### src/rtl/rice_stream_encoder.sv
// Back-pressured Rice encoder: zig-zag fold, split by k, emit unary/stop/LSB beats.
// Optional escape codeword for long quotients is enabled by defining RICE_ESCAPE_EN.
module rice_stream_encoder #(
   parameter int SAMPLE_W = 16,
   parameter int PARAM_W  = 5,
   parameter int UNARY_W  = 16,
   parameter int ESC_Q    = 16,
   localparam int ZW      = $clog2(UNARY_W + 1),
   localparam int BW      = $clog2(UNARY_W + SAMPLE_W + 2)
) (
   input  logic                iClock,
   input  logic                iReset,
   input  logic                iValid,
   output logic                oReady,
   input  logic [SAMPLE_W-1:0] iSample,
   input  logic [PARAM_W-1:0]  iRiceParam,
   output logic                oValid,
   input  logic                iReady,
   output logic [ZW-1:0]       oZeros,
   output logic                oStop,
   output logic [SAMPLE_W-1:0] oLSB,
   output logic [PARAM_W-1:0]  oLSBBits,
   output logic [BW-1:0]       oBitsUsed,
   output logic                oEscape
);

   typedef enum logic [1:0] {IDLE, SPLIT, LAST} state_t;

   localparam logic [PARAM_W-1:0]  K_MAX   = PARAM_W'(SAMPLE_W);
   localparam logic [SAMPLE_W:0]   UNARY_X = (SAMPLE_W + 1)'(UNARY_W);
   localparam logic [SAMPLE_W-1:0] UNARY_S = SAMPLE_W'(UNARY_W);

   state_t              state_reg;
   logic                ready_en_reg;
   logic                s1_full_reg;
   logic [SAMPLE_W-1:0] s1_u_reg;
   logic [PARAM_W-1:0]  s1_k_reg;
   logic [SAMPLE_W-1:0] rem_reg;
   logic [SAMPLE_W-1:0] hold_r_reg;
   logic [PARAM_W-1:0]  hold_k_reg;

   logic                valid_reg;
   logic [ZW-1:0]       zeros_reg;
   logic                stop_reg;
   logic [SAMPLE_W-1:0] lsb_reg;
   logic [PARAM_W-1:0]  bits_reg;
   logic [BW-1:0]       used_reg;

   logic                consume;
   logic                s1_take;
   logic                accept;
   logic [SAMPLE_W-1:0] in_u;
   logic [PARAM_W-1:0]  in_k;

   logic [SAMPLE_W-1:0] ld_q;
   logic [SAMPLE_W-1:0] ld_r;
   logic                ld_split;
   logic [ZW-1:0]       ld_zeros;
   logic                ld_stop;
   logic [SAMPLE_W-1:0] ld_lsb;
   logic [PARAM_W-1:0]  ld_bits;

   function automatic logic [BW-1:0] beat_used(input logic [ZW-1:0] z, input logic s,
                                               input logic [PARAM_W-1:0] b);
      return BW'(z) + BW'(s) + BW'(b);
   endfunction

   assign consume = valid_reg & iReady;
   // The FSM pulls S1 when idle, or when the final beat of the current codeword leaves.
   assign s1_take = s1_full_reg & ((state_reg == IDLE) | ((state_reg == LAST) & consume));
   assign oReady  = ready_en_reg & (~s1_full_reg | s1_take);
   assign accept  = iValid & oReady;

   // Zig-zag fold: negative s maps to ~(2s), i.e. -2s-1.
   assign in_u = {iSample[SAMPLE_W-2:0], 1'b0} ^ {SAMPLE_W{iSample[SAMPLE_W-1]}};
   assign in_k = (iRiceParam > K_MAX) ? K_MAX : iRiceParam;

`ifdef RICE_ESCAPE_EN
   localparam logic [SAMPLE_W:0] ESC_X = (SAMPLE_W + 1)'(ESC_Q);

   logic [SAMPLE_W-1:0] s1_raw_reg;
   logic                esc_reg;
   logic                ld_esc;

   assign ld_esc = ({1'b0, ld_q} >= ESC_X);

   always_ff @(posedge iClock or negedge iReset) begin
      if (!iReset) begin
         s1_raw_reg <= '0;
         esc_reg    <= 1'b0;
      end else begin
         if (accept)
            s1_raw_reg <= iSample;
         if (s1_take)
            esc_reg <= ld_esc;
      end
   end

   assign oEscape = esc_reg;
`else
   assign oEscape = 1'b0;
`endif

   always_comb begin
      ld_q     = s1_u_reg >> s1_k_reg;
      ld_r     = s1_u_reg - (ld_q << s1_k_reg);
      ld_split = 1'b0;
      ld_zeros = ZW'(ld_q);
      ld_stop  = 1'b1;
      ld_lsb   = ld_r;
      ld_bits  = s1_k_reg;
`ifdef RICE_ESCAPE_EN
      if (ld_esc) begin
         ld_zeros = ZW'(ESC_Q);
         ld_lsb   = s1_raw_reg;
         ld_bits  = K_MAX;
      end else
`endif
      if ({1'b0, ld_q} > UNARY_X) begin
         ld_split = 1'b1;
         ld_zeros = ZW'(UNARY_W);
         ld_stop  = 1'b0;
         ld_lsb   = '0;
         ld_bits  = '0;
      end
   end

   always_ff @(posedge iClock or negedge iReset) begin
      if (!iReset) begin
         state_reg    <= IDLE;
         ready_en_reg <= 1'b0;
         s1_full_reg  <= 1'b0;
         s1_u_reg     <= '0;
         s1_k_reg     <= '0;
         rem_reg      <= '0;
         hold_r_reg   <= '0;
         hold_k_reg   <= '0;
         valid_reg    <= 1'b0;
         zeros_reg    <= '0;
         stop_reg     <= 1'b0;
         lsb_reg      <= '0;
         bits_reg     <= '0;
         used_reg     <= '0;
      end else begin
         ready_en_reg <= 1'b1;

         if (accept) begin
            s1_full_reg <= 1'b1;
            s1_u_reg    <= in_u;
            s1_k_reg    <= in_k;
         end else if (s1_take) begin
            s1_full_reg <= 1'b0;
         end

         case (state_reg)
            IDLE, LAST: begin
               if (s1_take) begin
                  valid_reg  <= 1'b1;
                  zeros_reg  <= ld_zeros;
                  stop_reg   <= ld_stop;
                  lsb_reg    <= ld_lsb;
                  bits_reg   <= ld_bits;
                  used_reg   <= beat_used(ld_zeros, ld_stop, ld_bits);
                  rem_reg    <= ld_q - UNARY_S;
                  hold_r_reg <= ld_r;
                  hold_k_reg <= s1_k_reg;
                  state_reg  <= ld_split ? SPLIT : LAST;
               end else if ((state_reg == LAST) && consume) begin
                  valid_reg <= 1'b0;
                  state_reg <= IDLE;
               end
            end
            SPLIT: begin
               if (consume) begin
                  if ({1'b0, rem_reg} > UNARY_X) begin
                     zeros_reg <= ZW'(UNARY_W);
                     used_reg  <= beat_used(ZW'(UNARY_W), 1'b0, '0);
                     rem_reg   <= rem_reg - UNARY_S;
                  end else begin
                     zeros_reg <= ZW'(rem_reg);
                     stop_reg  <= 1'b1;
                     lsb_reg   <= hold_r_reg;
                     bits_reg  <= hold_k_reg;
                     used_reg  <= beat_used(ZW'(rem_reg), 1'b1, hold_k_reg);
                     state_reg <= LAST;
                  end
               end
            end
            default: begin
               state_reg <= IDLE;
               valid_reg <= 1'b0;
            end
         endcase
      end
   end

   assign oValid    = valid_reg;
   assign oZeros    = zeros_reg;
   assign oStop     = stop_reg;
   assign oLSB      = lsb_reg;
   assign oLSBBits  = bits_reg;
   assign oBitsUsed = used_reg;

endmodule

### config.mk
export PLATFORM = sky130hd
export DESIGN_NAME = rice_stream_encoder
export DESIGN_NICKNAME = d
export VERILOG_FILES = /design/src/rtl/rice_stream_encoder.sv
export SDC_FILE = /design/constraint.sdc
export NUM_CORES = 1
export LEC_CHECK = 0
export BUFFER_PORTS_ARGS = -buffer_cell sky130_fd_sc_hd__buf_2
export CAP_MARGIN = 25
export CORE_MARGIN = 2
export CORE_UTILIZATION = 61
export DETAILED_ROUTE_END_ITERATION = 7
export PLACE_DENSITY = 0.81
export SLEW_MARGIN = 15
export SYNTH_ARGS = -nofsm -noshare
export SYNTH_HDL_FRONTEND = slang
export SYNTH_SLANG_ARGS = --single-unit
### constraint.sdc
create_clock -name iClock -period 5.2 [get_ports iClock]
set_clock_uncertainty 0.1 [all_clocks]
set_input_delay 1.04 -clock iClock [delete_from_list [all_inputs] [get_ports iClock]]
set_output_delay 1.04 -clock iClock [all_outputs]
set_load 0.005 [all_outputs]
==> impl_metrics.env, run 1 <==
export IMPL_layout_cells_most_common="sky130_fd_sc_hd__nand2_1"
export IMPL_post_syn_nets=896
export IMPL_drt_iter0_markers=822
export IMPL_yosysUniqueCellTypes=76
export IMPL_worst_slew_pin_transition_ns=0.786
export IMPL_dr_pass1_iters=5
export IMPL_slowest_stage_cell_crit_path="sky130_fd_sc_hd__dfrtp_2"
export IMPL_ys_flop_type="sky130_fd_sc_hd__dfrtp_1"
export IMPL_clock_latency_ns=0.36
export IMPL_syn_area_um2=7070
export IMPL_tns_setup_ns=0
export IMPL_post_synth_cell_area_avg_um2=8.43
export IMPL_cp_data_arrival_time_ns=5.02
export IMPL_ys_warn_count=0
export IMPL_period_needed_ns=4.89
export IMPL_overall_global_routing_resource_usage=0.332
export IMPL_synth_seq_area_share=0.340
export IMPL_layout_cells_most_common_list="sky130_fd_sc_hd__nand2_1 (135), sky130_fd_sc_hd__dfrtp_1 (94), sky130_fd_sc_hd__nor2_1 (73)"
export IMPL_timing_critical_path_slowest_cell_delay_ns=0.52
export IMPL_vias_per_cell=6.56
export IMPL_wire_per_inst_um=19.9
export IMPL_synth_simple_gate_area_frac=0.208
export IMPL_globalRoute_totalOverflow=0
export IMPL_first_global_vias=6266
export IMPL_post_cts_resize_count=0
export IMPL_p_r_area_growth_vs_syn_pct=10.0
export IMPL_timing_final_crit_share=0.940
export IMPL_grt_antenna_before_repair=0
export IMPL_cp_required_ns=5.34
export IMPL_timing_critical_path_from_type="register"
export IMPL_grt_first_pass_wirelength_mm=33.1
export IMPL_post_synthesis_async_set_or_reset_flop_share=1.00
export IMPL_synthCells=839
export IMPL_synth_compound_gate_area_share=0.204
export IMPL_place_congestion=0.996
export IMPL_ys_ff_latch=96
export IMPL_xor_and_xnor_area_share_after_synthesis=0.0483
export IMPL_final_hpwl_from_detailed_placement_mm=14.9
export IMPL_detail_route_drc_violations=0
export IMPL_run_status="completed"
export IMPL_maxSlewHeadroom=0.474
export IMPL_cap_viol_max_count=0
export IMPL_initial_utilization=0.622
export IMPL_synth_edf_count=0
export IMPL_cts_path_max_buffers=2
export IMPL_numPortBuffers=59
export IMPL_cts_sink_count=96
export IMPL_maxSlewViolCount=0
export IMPL_drtAntennaViolNets=0
export IMPL_cp_cell_sequence="buf_4 > inv_2 > mux4_2 > a211oi_1 > buf_4 > mux4_2 > nor2_1 > or3_1 > ha_1 > and2_1 > a21boi_0 > o31ai_1 > o211ai_1 > nand2_1 > a32o_1 > nor3b_2 > o211ai_1"
export IMPL_tritoncts="done"
export IMPL_finish_net_count=939
export IMPL_post_cts_setup_bufs=0
export IMPL_synth_area_mux_share=0.0833
export IMPL_htree_levels=3
export IMPL_route_vias_total=6755
export IMPL_critPathKind="reg -> reg"
export IMPL_die_width_um=112
export IMPL_antenna_cells_inserted=0
export IMPL_utilization=0.685
export IMPL_area_of_the_die_um2=12500
export IMPL_floorplan_core_area_um2=11400
export IMPL_path_clk_slew_ns=0.07
export IMPL_cts_hold_buffers=0
export IMPL_synth_top_family_by_area="simple AND/OR/NAND/NOR gates"
export IMPL_ioPinCount=61
export IMPL_synth_adder_area_share=0.0609
export IMPL_hold_violations=0
export IMPL_std_cell_rows=39
export IMPL_unrepaired_setup_endpoints_after_global_routing="false"
export IMPL_path_max_fanout=29
export IMPL_critical_path_endpoint_type="register"
export IMPL_post_route_cells_drive_above_1_share=0.165
export IMPL_hold_class="reg -> reg"
export IMPL_setup_viol=0
export IMPL_cts_buffers=9
export IMPL_clock_fmax_ghz=0.205
export IMPL_largest_net_degree_at_the_start_of_global_routing=54
export IMPL_wl_mm=20.5
export IMPL_clock_tree_root_cell="sky130_fd_sc_hd__clkbuf_16"
export IMPL_die_h_um=112
cell type report:
class | instances | area (um2)
multi-input cells | 657 | 4290
fillers | 918 | 3590
flip-flops and latches | 96 | 2400
repair buffers | 87 | 515
clock buffers | 10 | 229
well taps | 143 | 179
inverters | 31 | 116
clock inverters | 6 | 50.0
worst max-delay path: cells and delay by family (launching register included):
| kind | cells | cell delay (ns) |
|---|---|---|
| AO/OA/AOI/OAI | 6 | 1.45 |
| AND/OR/NAND/NOR | 5 | 0.93 |
| multiplexers | 2 | 0.78 |
| buffers and inverters | 3 | 0.65 |
| flip-flops | 1 | 0.52 |
| adder cells (fa/ha/maj) | 1 | 0.33 |
kinds of logic after synthesis:
group	count (synthesis)
other	2
muxes	39
and+or+nand+nor	318
adders and majority gates	32
xor gates and xnor gates	39
buffers and inverters	86
DFF	96
AOI/OAI and AO/OA	227
Yosys cell counts, types with 4 or more instances:
master	instances	area, um2
sky130_fd_sc_hd__nand2_1	135	507
sky130_fd_sc_hd__dfrtp_1	96	2400
sky130_fd_sc_hd__nor2_1	74	278
sky130_fd_sc_hd__o21ai_0	66	330
sky130_fd_sc_hd__a21oi_1	48	240
sky130_fd_sc_hd__clkbuf_1	37	139
sky130_fd_sc_hd__xnor2_1	30	263
sky130_fd_sc_hd__ha_1	28	350
sky130_fd_sc_hd__inv_1	27	101
sky130_fd_sc_hd__nand3_1	26	130
sky130_fd_sc_hd__a31oi_1	16	100
sky130_fd_sc_hd__nor3_1	16	80.1
sky130_fd_sc_hd__mux2i_1	15	150
sky130_fd_sc_hd__mux4_2	14	315
sky130_fd_sc_hd__nand2b_1	14	87.6
sky130_fd_sc_hd__a21o_1	12	90.1
sky130_fd_sc_hd__and3_1	10	62.6
sky130_fd_sc_hd__mux2_2	9	101
sky130_fd_sc_hd__o211ai_1	9	67.6
sky130_fd_sc_hd__xor2_1	9	78.8
sky130_fd_sc_hd__a221oi_1	8	70.1
sky130_fd_sc_hd__a22oi_1	7	52.6
sky130_fd_sc_hd__buf_2	7	35.0
sky130_fd_sc_hd__nor4_1	7	43.8
sky130_fd_sc_hd__and2_1	6	37.5
sky130_fd_sc_hd__o21ai_1	6	30.0
sky130_fd_sc_hd__o31ai_1	6	45.0
sky130_fd_sc_hd__nor2b_1	5	31.3
sky130_fd_sc_hd__o221ai_1	5	43.8
sky130_fd_sc_hd__o22ai_1	5	31.3
sky130_fd_sc_hd__or3_1	5	31.3
sky130_fd_sc_hd__a211o_1	4	35.0
sky130_fd_sc_hd__a32oi_1	4	35.0
sky130_fd_sc_hd__buf_4	4	30.0
sky130_fd_sc_hd__fa_1	4	80.1
sky130_fd_sc_hd__o21a_1	4	30.0
sky130_fd_sc_hd__o21bai_1	4	30.0
worst paths after layout:
path,from,to,slack (ns),depth (start not counted)
max,s1_k_reg[0],oLSB[15],0.31,17
min,oBitsUsed[5],oBitsUsed[5],0.36,2
max reg2reg,s1_k_reg[0],oLSB[15],0.31,17
min reg2reg,oBitsUsed[5],oBitsUsed[5],0.36,2
max in group asynchronous,iReset,hold_r_reg[4],3.37,2
min in group asynchronous,iReset,rem_reg[7],0.62,1
per-stage QoR:
step / instances / area, um2 / setup slack (ns) / hold WS (ns)
finish: 1030 / 7780 / 0.311 / 0.364
CTS: 1029 / 7770 / 0.190 / 0.371
detailed placement: 1013 / 7490 / 0.210 / 0.356
floorplan: 839 / 7070 / 0.900 / 0.346
global route: 1030 / 7780 / 0.0338 / 0.396
global placement: 1013 / 7490 / 0.417 / 0.350
metal layers:
layer  global-route usage  vias up  wire [um]
met1                0.457     3195       8550
met5                    0        -          0
met2                0.524      431       9380
li1                     -     3084          -
met4                0.109        0        530
met3               0.0784       45       2000
Power of run 1 is not shown: default switching activity piles up to over one toggle a cycle in this logic, so the estimate is an artifact.
==> inputs of run 2 (changes only) <==
==> constraint.sdc (replaced) <==
create_clock -name iClock -period 5.2 [get_ports iClock]
set_clock_uncertainty 0.1 [all_clocks]
set_input_delay 0.52 -clock iClock [delete_from_list [all_inputs] [get_ports iClock]]
set_output_delay 0.52 -clock iClock [all_outputs]
set_load 0.005 [all_outputs]
==> run 2 against run 1 <==
First-iteration DRC count fell by 4.0%. Die area did not move. Final area barely moved. Wire length down 0.71%. Critical path depth grew 1. Sequential share of layout area hardly changed. Global-route usage grew 0.15 points.
==> impl_metrics.env, run 2 (synthesized netlist as in run 1, its figures left out) <==
export IMPL_period_needed_ns=4.90
export IMPL_setup_viol=0
export IMPL_tns_setup_ns=0
export IMPL_dr_pass1_iters=5
export IMPL_clock_tree_root_cell="sky130_fd_sc_hd__clkbuf_16"
export IMPL_slowest_stage_cell_crit_path="sky130_fd_sc_hd__dfrtp_2"
export IMPL_path_max_fanout=29
export IMPL_stdcell_area_um2=7790
export IMPL_critical_path_endpoint_type="register"
export IMPL_hold_class="in -> async"
export IMPL_worst_r2r_cell_count=18
export IMPL_detailedPlace_worstSlack_ns=0.252
export IMPL_cp_data_arrival_time_ns=5.07
export IMPL_cts_hold_buffers=0
export IMPL_unrepaired_setup_endpoints_after_global_routing="false"
export IMPL_path_clk_slew_ns=0.07
export IMPL_crit_top_cell="sky130_fd_sc_hd__buf_4"
export IMPL_detail_route_drc_violations=0
export IMPL_cp_cell_sequence="buf_4 > inv_2 > mux4_2 > a211oi_1 > buf_4 > mux4_2 > nor2_1 > or3_1 > ha_1 > and2_1 > a21boi_0 > o31ai_1 > buf_4 > a21oi_1 > o22ai_1 > xnor2_1 > nand3_1 > a31oi_1"
export IMPL_cts_sink_count=96
export IMPL_maxSlewHeadroom=0.496
export IMPL_hold_violations=0
export IMPL_layout_cells_most_common_list="sky130_fd_sc_hd__nand2_1 (135), sky130_fd_sc_hd__dfrtp_1 (94), sky130_fd_sc_hd__nor2_1 (73)"
export IMPL_timing_critical_path_slowest_cell_delay_ns=0.52
export IMPL_wl_mm=20.3
export IMPL_utilization=0.685
export IMPL_reg2reg_to="oLSB[11]"
export IMPL_finish_net_count=939
export IMPL_clock_latency_ns=0.35
export IMPL_cp_startpoint="s1_k_reg[0]"
export IMPL_cp_required_ns=5.37
export IMPL_reg_to_reg_start="s1_k_reg[0]"
export IMPL_clock_fmax_ghz=0.204
export IMPL_critPathKind="reg -> reg"
export IMPL_drt_iter0_markers=789
export IMPL_final_hpwl_from_detailed_placement_mm=15.0
export IMPL_die_h_um=112
export IMPL_area_of_the_die_um2=12500
export IMPL_floorplan_core_area_um2=11400
export IMPL_timing_critical_path_from_type="register"
export IMPL_cts_path_max_buffers=2
export IMPL_largest_net_degree_at_the_start_of_global_routing=56
export IMPL_place_area_um2=7490
export IMPL_numPortBuffers=59
export IMPL_tritoncts="done"
export IMPL_grt_antenna_before_repair=0
export IMPL_first_global_vias=6436
export IMPL_worst_slew_pin_transition_ns=0.753
export IMPL_p_r_area_growth_vs_syn_pct=10.1
export IMPL_layout_cells_most_common="sky130_fd_sc_hd__nand2_1"
export IMPL_htree_levels=3
export IMPL_wire_per_inst_um=19.7
export IMPL_grt_first_pass_wirelength_mm=33.3
export IMPL_vias_per_cell=6.52
export IMPL_ioPinCount=61
export IMPL_timing_final_crit_share=0.941
export IMPL_worst_r2r_setup_slack_ns=0.30
export IMPL_overall_global_routing_resource_usage=0.334
export IMPL_run_status="completed"
export IMPL_drtAntennaViolNets=0
export IMPL_antenna_cells_inserted=0
export IMPL_maxSlewViolCount=0
export IMPL_final_setup_worst_slack_ns=0.304
export IMPL_fillerInstances=923
export IMPL_die_width_um=112
export IMPL_cap_viol_max_count=0
export IMPL_cts_buffers=9
export IMPL_post_route_cells_drive_above_1_share=0.165
export IMPL_place_congestion=1.01
export IMPL_std_cell_rows=39
export IMPL_route_vias_total=6716
export IMPL_initial_utilization=0.622
export IMPL_globalRoute_totalOverflow=0
==> run 2: worst max-delay path by stage <==
stage,endpoint,slack [ns],cells after the start
floorplan,oBitsUsed[4],0.90,20
global placement,oLSB[15],0.41,17
detailed placement,oLSB[14],0.25,16
CTS,hold_r_reg[14],0.24,16
global route,hold_r_reg[14],0.02,16
finish,oLSB[11],0.30,18
==> run 2: stage by stage <==
step                      hold WS [ns]  cells
final                           0.0590   1030
after global routing             0.103   1030
after CTS                       0.0730   1029
after detailed placement         0.362   1013
after global placement           0.348   1013
after floorplan                  0.124    839
==> run 2: what timing repair did <==
action / CTS / global route
resized for setup: 0 / 2
hold endpoints to repair: 0 / 0
setup buffers: 0 / 0
setup endpoints to repair: 0 / 8
==> run 2: area by class of cell <==
cell class | count | area [um2] | share of cell area
multi-input cells | 657 | 4290 | 0.551
flip-flops and latches | 96 | 2400 | 0.309
repair buffers | 87 | 515 | 0.0662
clock buffers | 11 | 243 | 0.0312
well taps | 143 | 179 | 0.0230
inverters | 31 | 116 | 0.0149
clock inverters | 5 | 40.0 | 0.00514
==> run 2: critical path: cells and delay by family (launching register included) <==
family                     cells  cell delay [ns]
and+or+nand+nor                4             0.73
AOI/OAI and AO/OA              6             1.26
buffers and inverters          4             0.80
xor gates and xnor gates       1             0.28
DFF                            1             0.52
muxes                          2             0.78
adders and majority gates      1             0.34
==> run 2: metal layers <==
metal	global-route usage	vias up	wire (um)
met5	0	-	0
met4	0.134	0	575
met3	0.0724	57	1840
met2	0.523	387	9400
met1	0.454	3196	8490
li1	-	3076	-
Power of run 2 is left out for the same reason.
==> inputs of run 3 (changes only) <==
==> constraint.sdc (replaced) <==
create_clock -name iClock -period 5.2 [get_ports iClock]
set_clock_uncertainty 0.1 [all_clocks]
set_input_delay 0.26 -clock iClock [delete_from_list [all_inputs] [get_ports iClock]]
set_output_delay 0.26 -clock iClock [all_outputs]
set_load 0.005 [all_outputs]
==> run 3 against run 2 <==
Critical path depth shrank 1. Final area is 0.45% higher. Sequential cell count did not move. Setup slack got worse by 0.085 ns. Cell count is 0.19% higher. First-iteration DRC count is 11% higher. Sequential share of layout area is 0.15 points lower. Highest routed layer unchanged.
==> impl_metrics.env, run 3 (synthesized netlist as in run 1, its figures left out) <==
export IMPL_min_delay_start="iRiceParam[0]"
export IMPL_unrepaired_setup_endpoints_after_global_routing="false"
export IMPL_grt_first_pass_wirelength_mm=33.3
export IMPL_critPathKind="reg -> reg"
export IMPL_slowest_stage_cell_crit_path="sky130_fd_sc_hd__mux4_2"
export IMPL_clock_tree_root_cell="sky130_fd_sc_hd__clkbuf_16"
export IMPL_place_congestion=1.01
export IMPL_maxSlewHeadroom=0.499
export IMPL_cap_viol_max_count=0
export IMPL_path_max_fanout=11
export IMPL_htree_levels=3
export IMPL_first_global_vias=6403
export IMPL_timing_critical_path_from_type="register"
export IMPL_post_route_cells_drive_above_1_share=0.166
export IMPL_cts_path_max_buffers=2
export IMPL_cp_cell_sequence="buf_4 > inv_2 > mux4_2 > a211oi_1 > buf_4 > mux4_2 > nor2_1 > or3_1 > ha_1 > and2_1 > a21boi_0 > o31ai_1 > o211ai_1 > nand2_1 > a32o_1 > nor3b_2 > o211ai_1"
export IMPL_hold_class="in -> reg"
export IMPL_die_width_um=112
export IMPL_finish_net_count=941
export IMPL_cts_buffers=9
export IMPL_tns_setup_ns=0
export IMPL_whs_ns=0.0420
export IMPL_cts_sink_count=96
export IMPL_layout_cells_most_common="sky130_fd_sc_hd__nand2_1"
export IMPL_overall_global_routing_resource_usage=0.336
export IMPL_drt_iter0_markers=879
export IMPL_route_vias_total=6626
export IMPL_drtAntennaViolNets=0
export IMPL_period_needed_ns=4.98
export IMPL_timing_hold_worst_path_depth=3
export IMPL_maxSlewViolCount=0
export IMPL_fillerInstances=951
export IMPL_clock_latency_ns=0.36
export IMPL_grt_antenna_before_repair=0
export IMPL_setup_viol=0
export IMPL_cp_data_arrival_time_ns=5.12
export IMPL_floorplan_core_area_um2=11400
export IMPL_dr_pass1_iters=6
export IMPL_timing_critical_path_slowest_cell_delay_ns=0.57
export IMPL_wl_mm=20.5
export IMPL_globalRoute_totalOverflow=0
export IMPL_ioPinCount=61
export IMPL_hold_end="s1_k_reg[0]"
export IMPL_initial_utilization=0.622
export IMPL_final_hpwl_from_detailed_placement_mm=15.2
export IMPL_detailedPlace_worstSlack_ns=0.334
export IMPL_hold_violations=0
export IMPL_vias_per_cell=6.42
export IMPL_cp_required_ns=5.34
export IMPL_clock_fmax_ghz=0.201
export IMPL_timing_final_crit_share=0.958
export IMPL_std_cell_rows=39
export IMPL_run_status="completed"
export IMPL_path_clk_slew_ns=0.08
export IMPL_layout_cells_most_common_list="sky130_fd_sc_hd__nand2_1 (134), sky130_fd_sc_hd__dfrtp_1 (95), sky130_fd_sc_hd__nor2_1 (73)"
export IMPL_detail_route_drc_violations=0
export IMPL_wire_per_inst_um=19.9
export IMPL_worst_r2r_cell_count=17
export IMPL_antenna_cells_inserted=0
export IMPL_largest_net_degree_at_the_start_of_global_routing=55
export IMPL_reg2reg_to="oLSB[15]"
export IMPL_area_of_the_die_um2=12500
export IMPL_die_h_um=112
export IMPL_p_r_area_growth_vs_syn_pct=10.6
export IMPL_worst_r2r_setup_slack_ns=0.22
export IMPL_reg_to_reg_start="s1_k_reg[0]"
export IMPL_tritoncts="done"
export IMPL_final_setup_worst_slack_ns=0.220
export IMPL_worst_slew_pin_transition_ns=0.748
export IMPL_critical_path_endpoint_type="register"
export IMPL_utilization=0.688
export IMPL_numPortBuffers=59
run 3: cell types whose count changed in the layout (fill, tap and decap cells not counted), sizes merged:
cell	delta
clkinvlp	-2
dlygate4sd3	+1
clkbuf	-2
inv	+3
clkinv	+1
buf	+1
run 3: worst max-delay path by stage:
stage | startpoint | endpoint | slack (ns) | cells past startpoint
after CTS | s1_k_reg[0] | oLSB[15] | 0.23 | 17
after global placement | s1_k_reg[0] | oLSB[15] | 0.43 | 17
after detailed placement | s1_k_reg[0] | oLSB[15] | 0.33 | 17
after floorplan | s1_k_reg[0] | oBitsUsed[4] | 0.90 | 20
after global routing | s1_k_reg[0] | oLSB[15] | 0.04 | 17
final | s1_k_reg[0] | oLSB[15] | 0.22 | 17
run 3: repair_timing:
action,4_1_cts,5_1_grt
setup endpoints to repair,0,4
setup buffers,0,0
resized for setup,0,1
hold buffers,1,0
hold endpoints to repair,42,0
run 3: per-layer routing:
| layer | vias to the layer above | share of wire | global-route usage |
|---|---|---|---|
| met5 | - | 0 | 0 |
| met4 | 0 | 0.030 | 0.114 |
| met3 | 48 | 0.080 | 0.0523 |
| met2 | 332 | 0.47 | 0.550 |
| met1 | 3166 | 0.42 | 0.460 |
| li1 | 3080 | - | - |
run 3: layout make-up:
cell class,instances,area [um2],share of cell area
Multi-Input combinational cell,657,4290,0.549
Sequential cell,96,2400,0.307
Timing Repair Buffer,89,526,0.0672
Clock buffer,9,225,0.0288
Tap cell,143,179,0.0229
Inverter,31,116,0.0149
Clock inverter,7,81.3,0.0104
run 3: through the flow:
stage                     cell area [um2]  cells
final                                7820   1032
after global routing                 7820   1032
after CTS                            7820   1032
after detailed placement             7500   1015
after global placement               7500   1015
after floorplan                      7070    839
run 3: worst max-delay path, delay by kind of cell, from the launching register on:
family / cells / cell delay [ns]
simple gates: 5 / 0.91
flops: 1 / 0.52
fa+ha+maj: 1 / 0.34
compound gates: 6 / 1.53
mux: 2 / 0.87
buf+inv: 3 / 0.60
Power of run 3 is left out for the same reason.
